`src/rtl/buffer_double_ctrl_if.sv`:
```
// buffer_double_ctrl_if: stream handshake and buffer control bundle between the
// upstream source, the double-buffered accumulator and the sequencer.
interface buffer_double_ctrl_if #(
    parameter int CWID = 10,
    parameter int WWID = 16
);
    logic            iStart;
    logic            iStop;
    logic [CWID-1:0] iLen;
    logic            iValid;
    logic            oReady;
    logic            oAccSel;
    logic            oClear;
    logic            oHold;
    logic            oDone;
    logic            oBusy;
    logic [CWID-1:0] oBeatCnt;
    logic [WWID-1:0] oWinCnt;

    modport master (
        output iStart, iStop, iLen, iValid,
        input  oReady, oAccSel, oClear, oHold, oDone, oBusy, oBeatCnt, oWinCnt
    );

    modport slave (
        input  iStart, iStop, iLen, iValid,
        output oReady, oAccSel, oClear, oHold, oDone, oBusy, oBeatCnt, oWinCnt
    );
endinterface

```
`src/rtl/buffer_double_ctrl.sv`:
```
// buffer_double_ctrl: sequences bank select, clear and hold of a double-buffered
// accumulator so each window sums exactly LEN beats, then swaps banks.
module buffer_double_ctrl #(
    parameter int CWID = 10,
    parameter int WWID = 16
) (
    input  logic                clk,
    input  logic                rst_n,
    buffer_double_ctrl_if.slave bus
);
    typedef enum logic [1:0] {IDLE, CLR, ACC} state_t;

    state_t          state_q, state_d;
    logic            acc_sel_q, acc_sel_d;
    logic            done_q, done_d;
    logic            stop_q, stop_d;
    logic [CWID-1:0] beat_q, beat_d;
    logic [CWID-1:0] len_q, len_d;
    logic [WWID-1:0] win_q, win_d;
    logic            fire, last;

    // LEN=0 wraps len_q-1 to all ones, giving a full 2^CWID-beat window
    assign fire = state_q == ACC && bus.iValid;
    assign last = fire && beat_q == len_q - CWID'(1);

    always_comb begin
        state_d   = state_q == IDLE ? (bus.iStart ? CLR : IDLE) :
                    state_q == CLR  ? ACC :
                    state_q == ACC  ? (last ? ((stop_q || bus.iStop) ? IDLE : CLR) : ACC) :
                    IDLE;
        stop_d    = state_q != IDLE && !last && (stop_q || bus.iStop);
        len_d     = (state_q == IDLE && bus.iStart) ? bus.iLen : len_q;
        beat_d    = (state_q == CLR || last) ? '0 : fire ? beat_q + CWID'(1) : beat_q;
        acc_sel_d = acc_sel_q ^ last;
        win_d     = last ? win_q + WWID'(1) : win_q;
        done_d    = last;
    end

    always_ff @(posedge clk or negedge rst_n) begin
        if (!rst_n) begin
            state_q   <= IDLE;
            stop_q    <= 1'b0;
            len_q     <= '0;
            beat_q    <= '0;
            acc_sel_q <= 1'b0;
            win_q     <= '0;
            done_q    <= 1'b0;
        end else begin
            state_q   <= state_d;
            stop_q    <= stop_d;
            len_q     <= len_d;
            beat_q    <= beat_d;
            acc_sel_q <= acc_sel_d;
            win_q     <= win_d;
            done_q    <= done_d;
        end
    end

    // Hold whenever the active bank must not change: only CLR and a transferred beat write it
    assign bus.oReady   = state_q == ACC;
    assign bus.oClear   = state_q == CLR;
    assign bus.oHold    = !(state_q == CLR || fire);
    assign bus.oBusy    = state_q != IDLE;
    assign bus.oAccSel  = acc_sel_q;
    assign bus.oDone    = done_q;
    assign bus.oBeatCnt = beat_q;
    assign bus.oWinCnt  = win_q;
endmodule

```
`src/flat_wrapper.sv`:
```
// flat-port wrapper written by rule: the top's interface ports become plain ports
module buffer_double_ctrl_flat 
#(
    parameter int CWID = 10,
    parameter int WWID = 16
)
  (clk, rst_n, bus_iStart, bus_iStop, bus_iLen, bus_iValid, bus_oReady, bus_oAccSel, bus_oClear, bus_oHold, bus_oDone, bus_oBusy, bus_oBeatCnt, bus_oWinCnt);
  buffer_double_ctrl_if #(.CWID(CWID), .WWID(WWID)) bus_i ();
  input  logic clk;
  input  logic rst_n;
  input wire logic [$bits(bus_i.iStart)-1:0] bus_iStart;
  input wire logic [$bits(bus_i.iStop)-1:0] bus_iStop;
  input wire logic [$bits(bus_i.iLen)-1:0] bus_iLen;
  input wire logic [$bits(bus_i.iValid)-1:0] bus_iValid;
  output wire logic [$bits(bus_i.oReady)-1:0] bus_oReady;
  output wire logic [$bits(bus_i.oAccSel)-1:0] bus_oAccSel;
  output wire logic [$bits(bus_i.oClear)-1:0] bus_oClear;
  output wire logic [$bits(bus_i.oHold)-1:0] bus_oHold;
  output wire logic [$bits(bus_i.oDone)-1:0] bus_oDone;
  output wire logic [$bits(bus_i.oBusy)-1:0] bus_oBusy;
  output wire logic [$bits(bus_i.oBeatCnt)-1:0] bus_oBeatCnt;
  output wire logic [$bits(bus_i.oWinCnt)-1:0] bus_oWinCnt;
  assign bus_i.iStart = bus_iStart;
  assign bus_i.iStop = bus_iStop;
  assign bus_i.iLen = bus_iLen;
  assign bus_i.iValid = bus_iValid;
  assign bus_oReady = bus_i.oReady;
  assign bus_oAccSel = bus_i.oAccSel;
  assign bus_oClear = bus_i.oClear;
  assign bus_oHold = bus_i.oHold;
  assign bus_oDone = bus_i.oDone;
  assign bus_oBusy = bus_i.oBusy;
  assign bus_oBeatCnt = bus_i.oBeatCnt;
  assign bus_oWinCnt = bus_i.oWinCnt;
  buffer_double_ctrl #(.CWID(CWID), .WWID(WWID)) u_core (.clk(clk), .rst_n(rst_n), .bus(bus_i));
endmodule
```
`config.mk`:
```
export PLATFORM = sky130hd
export DESIGN_NAME = buffer_double_ctrl_flat
export DESIGN_NICKNAME = d
export VERILOG_FILES = /design/src/rtl/buffer_double_ctrl_if.sv /design/src/rtl/buffer_double_ctrl.sv /design/src/flat_wrapper.sv
export SDC_FILE = /design/constraint.sdc
export NUM_CORES = 1
export LEC_CHECK = 0
export CORE_MARGIN = 5
export CORE_UTILIZATION = 25
export DETAILED_ROUTE_END_ITERATION = 12
export PLACE_DENSITY_LB_ADDON = 0.25
export SYNTH_ARGS = -nofsm -noshare
export SYNTH_HDL_FRONTEND = slang
export SYNTH_SLANG_ARGS = --single-unit
export TNS_END_PERCENT = 30
```
`constraint.sdc`:
```
create_clock -name clk -period 2.97 [get_ports clk]
set_clock_uncertainty 0.15 [all_clocks]
set_input_delay 0.4455 -clock clk [delete_from_list [all_inputs] [get_ports clk]]
set_output_delay 0.4455 -clock clk [all_outputs]
set_load 0.02 [all_outputs]
```
==> impl_metrics.env <==
export IMPL_status="finished clean"
export IMPL_timing_hold_violations_final=0
export IMPL_die_h_um=108
export IMPL_die_area_mm2=0.0116
export IMPL_core_mm2=0.00928
export IMPL_fin_nets=297
export IMPL_ir_drop_mv=0.214
export IMPL_gp_congestion=0.759
export IMPL_cp_required_ns=2.99
export IMPL_dp_slack_ns=0.150
export IMPL_gr_total_overflow=0
export IMPL_min_period_ns=2.65
export IMPL_maxCapViolations=0
export IMPL_grt_util_met1=0.139
export IMPL_vias=1852
export IMPL_synth_edff_count=0
export IMPL_path_delay_family="simple AND/OR/NAND/NOR gates"
export IMPL_finalCritPeriodShare=0.893
export IMPL_synthTopCellsByArea="dfrtp_1 (43%), xor2_1 (9.5%), nor4_2 (5.2%)"
export IMPL_max_clock_path_buffers=2
export IMPL_hpwl_um=4120
export IMPL_first_iter_violations=108
export IMPL_root_buffer="clkbuf_8"
export IMPL_tightest_slew_ns=0.936
export IMPL_drc_errors=0
export IMPL_ys_seq_area_frac=0.430
export IMPL_dpl_instance_area_mm2=0.00298
export IMPL_synth_top_area_share=0.430
export IMPL_ys_ff_latch=41
export IMPL_finalSetupTns_ns=0
export IMPL_path_clk_slew_ns=0.08
export IMPL_grt_pass1_wl_um=9650
export IMPL_leakagePower_nw=1.34
export IMPL_yosysTopAreaCell="dfrtp_1"
export IMPL_vias_per_cell=4.54
export IMPL_layout_drive_gt1_share=0.204
export IMPL_async_flop_share=1.00
export IMPL_fmaxAchievable_mhz=377
export IMPL_crit_fanout=15
export IMPL_synthCells=222
export IMPL_rsz0062_at_grt="false"
export IMPL_cp_start_kind="flip-flop"
export IMPL_post_cts_resize_count=0
export IMPL_drtPass1Iterations=4
export IMPL_ys_types=52
export IMPL_post_cts_setup_buffers=0
export IMPL_met2_usage=0.163
export IMPL_synth_flop_cell="dfrtp_1"
export IMPL_hold_path_class="input pin to asynchronous set/reset pin"
export IMPL_start_util=0.257
export IMPL_fin_area_mm2=0.00314
export IMPL_path_cells="inv_1, ha_1, or4b_1, nor4_2, a211oi_1, o31a_4, nor3_4, mux2_4"
export IMPL_numCtsBuffers=5
export IMPL_instances_no_fill=408
export IMPL_wl_per_cell_um=14.0
export IMPL_crit_arrival_ns=2.67
export IMPL_port_buffers=46
export IMPL_slowest_stage="or4b_1"
export IMPL_yosys_warnings=0
export IMPL_cts_tree="yes"
export IMPL_grt_pass1_vias=1898
export IMPL_diodes=0
export IMPL_groute_layer_met3_usage=0.0252
export IMPL_hold_buffers=0
export IMPL_synth_most_common_cell="dfrtp_1"
export IMPL_clk_insertion_delay_late_ns=0.29
export IMPL_ioPinCount=47
export IMPL_layout_setup_ws_ns=0.317
export IMPL_grt_max_degree=42
export IMPL_cp_num_buf_inv=1
export IMPL_synth_fp_nets=240
export IMPL_cp_end_kind="flip-flop"
export IMPL_ant_nets=0
export IMPL_clock_sinks=41
export IMPL_routed_wl_um=5720
export IMPL_setup_viol=0
export IMPL_die_w_um=108
export IMPL_grt_total_usage=0.105
export IMPL_synth_commonest_cells="dfrtp_1 (41), xor2_1 (26), nand2_1 (16), nor3_1 (13)"
export IMPL_worst_path_largest_cell_delay_ns=0.48
export IMPL_busiest_layer="met2"
export IMPL_slew_headroom=0.376
export IMPL_finalMaxSlewViolations=0
export IMPL_rows=35
export IMPL_syn_avg_cell_area_um2=10.8
export IMPL_crit_type="flip-flop to flip-flop"
export IMPL_antenna_found_initial=0
export IMPL_syn_area_mm2=0.00239
export IMPL_dp_cells=393
export IMPL_syn_to_final_growth_pct=31.6
export IMPL_cts_htree_levels=2
export IMPL_whs_ns=0.135
export IMPL_power_density_mw_per_mm2=741
==> cell usage in the layout, fill, tap and decap left out, types with 4 or more instances in the layout <==
cell type and instances:
nand3_1 10, and3_2 4, o21ai_0 5, buf_4 15, inv_1 7, nor2_1 7
nand4_1 5, mux2_2 8, nand2b_1 4, clkbuf_8 6, xnor2_1 7, a21oi_1 5
xor2_1 26, nor4_2 10, nor4b_1 4, clkdlybuf4s50_1 45, nor3_1 13, dfrtp_1 41
nand2_1 16
==> power by group <==
part	switching (W)	internal, W	total (W)
clock	0.000198	0.000184	0.000382
combinational	0.000567	0.000545	0.00111
sequential	0.000160	0.000675	0.000835
==> area by class of cell <==
cell class,instances,area [µm²]
fill,993,6140
multi-input combinational,162,1250
sequential,41,1030
timing repair buffer,62,588
tap,129,161
clock buffer,6,82.6
inverter,7,26.3
clock inverter,1,7.51
==> state kept, by name, indices dropped and copies added (netlist names) <==
signal and flops:
u_core.bus.oBeatCnt 10, u_core.len_q 10, u_core.bus.oDone 1, u_core.state_q 2, u_core.bus.oWinCnt 16, u_core.stop_q 1, u_core.bus.oAccSel 1
==> per-stage QoR <==
step                       util  total power (W)
after CTS                 0.331          0.00222
final                     0.339          0.00233
after floorplan               -          0.00154
after global placement    0.321          0.00182
after global routing      0.339          0.00249
after detailed placement  0.321          0.00183
==> cell families (layout without fill, tap and decap cells) <==
logic type / Yosys count / in the layout / synth area share
compound gates: 25 / 25 / 0.0822
xor+xnor: 33 / 33 / 0.121
fa+ha+maj: 3 / 3 / 0.0157
buf+inv: 19 / 76 / 0.0466
flops: 41 / 41 / 0.430
mux: 9 / 9 / 0.0440
simple gates: 92 / 92 / 0.261
==> final timing paths <==
| check | cells past startpoint | slack [ns] | end | from |
|---|---|---|---|---|
| worst min-delay path | 1 | 0.14 | u_core.bus.oBeatCnt[0] | rst_n |
| worst max register to register | 8 | 0.32 | u_core.bus.oWinCnt[1] | u_core.len_q[0] |
| worst max-delay path | 8 | 0.32 | u_core.bus.oWinCnt[1] | u_core.len_q[0] |
| max in group asynchronous | 1 | 1.94 | u_core.bus.oWinCnt[15] | rst_n |
| min in group clk | 1 | 0.32 | u_core.bus.oWinCnt[15] | u_core.bus.oWinCnt[15] |
| worst min register to register | 1 | 0.32 | u_core.bus.oWinCnt[15] | u_core.bus.oWinCnt[15] |
==> routing by layer <==
layer / wire length [µm] / vias up
li1: - / 922
met1: 2740 / 891
met2: 2700 / 30
met3: 193 / 9
met4: 96 / 0
met5: 0 / -
==> worst reg2reg max path, cell delays in order (launching register included) <==
cell and delay [ns]:
dfrtp_1 0.39, inv_1 0.08, ha_1 0.32, or4b_1 0.48, nor4_2 0.23, a211oi_1 0.09, o31a_4 0.21, nor3_4 0.27
mux2_4 0.32
(Power assumes the default switching activity.)
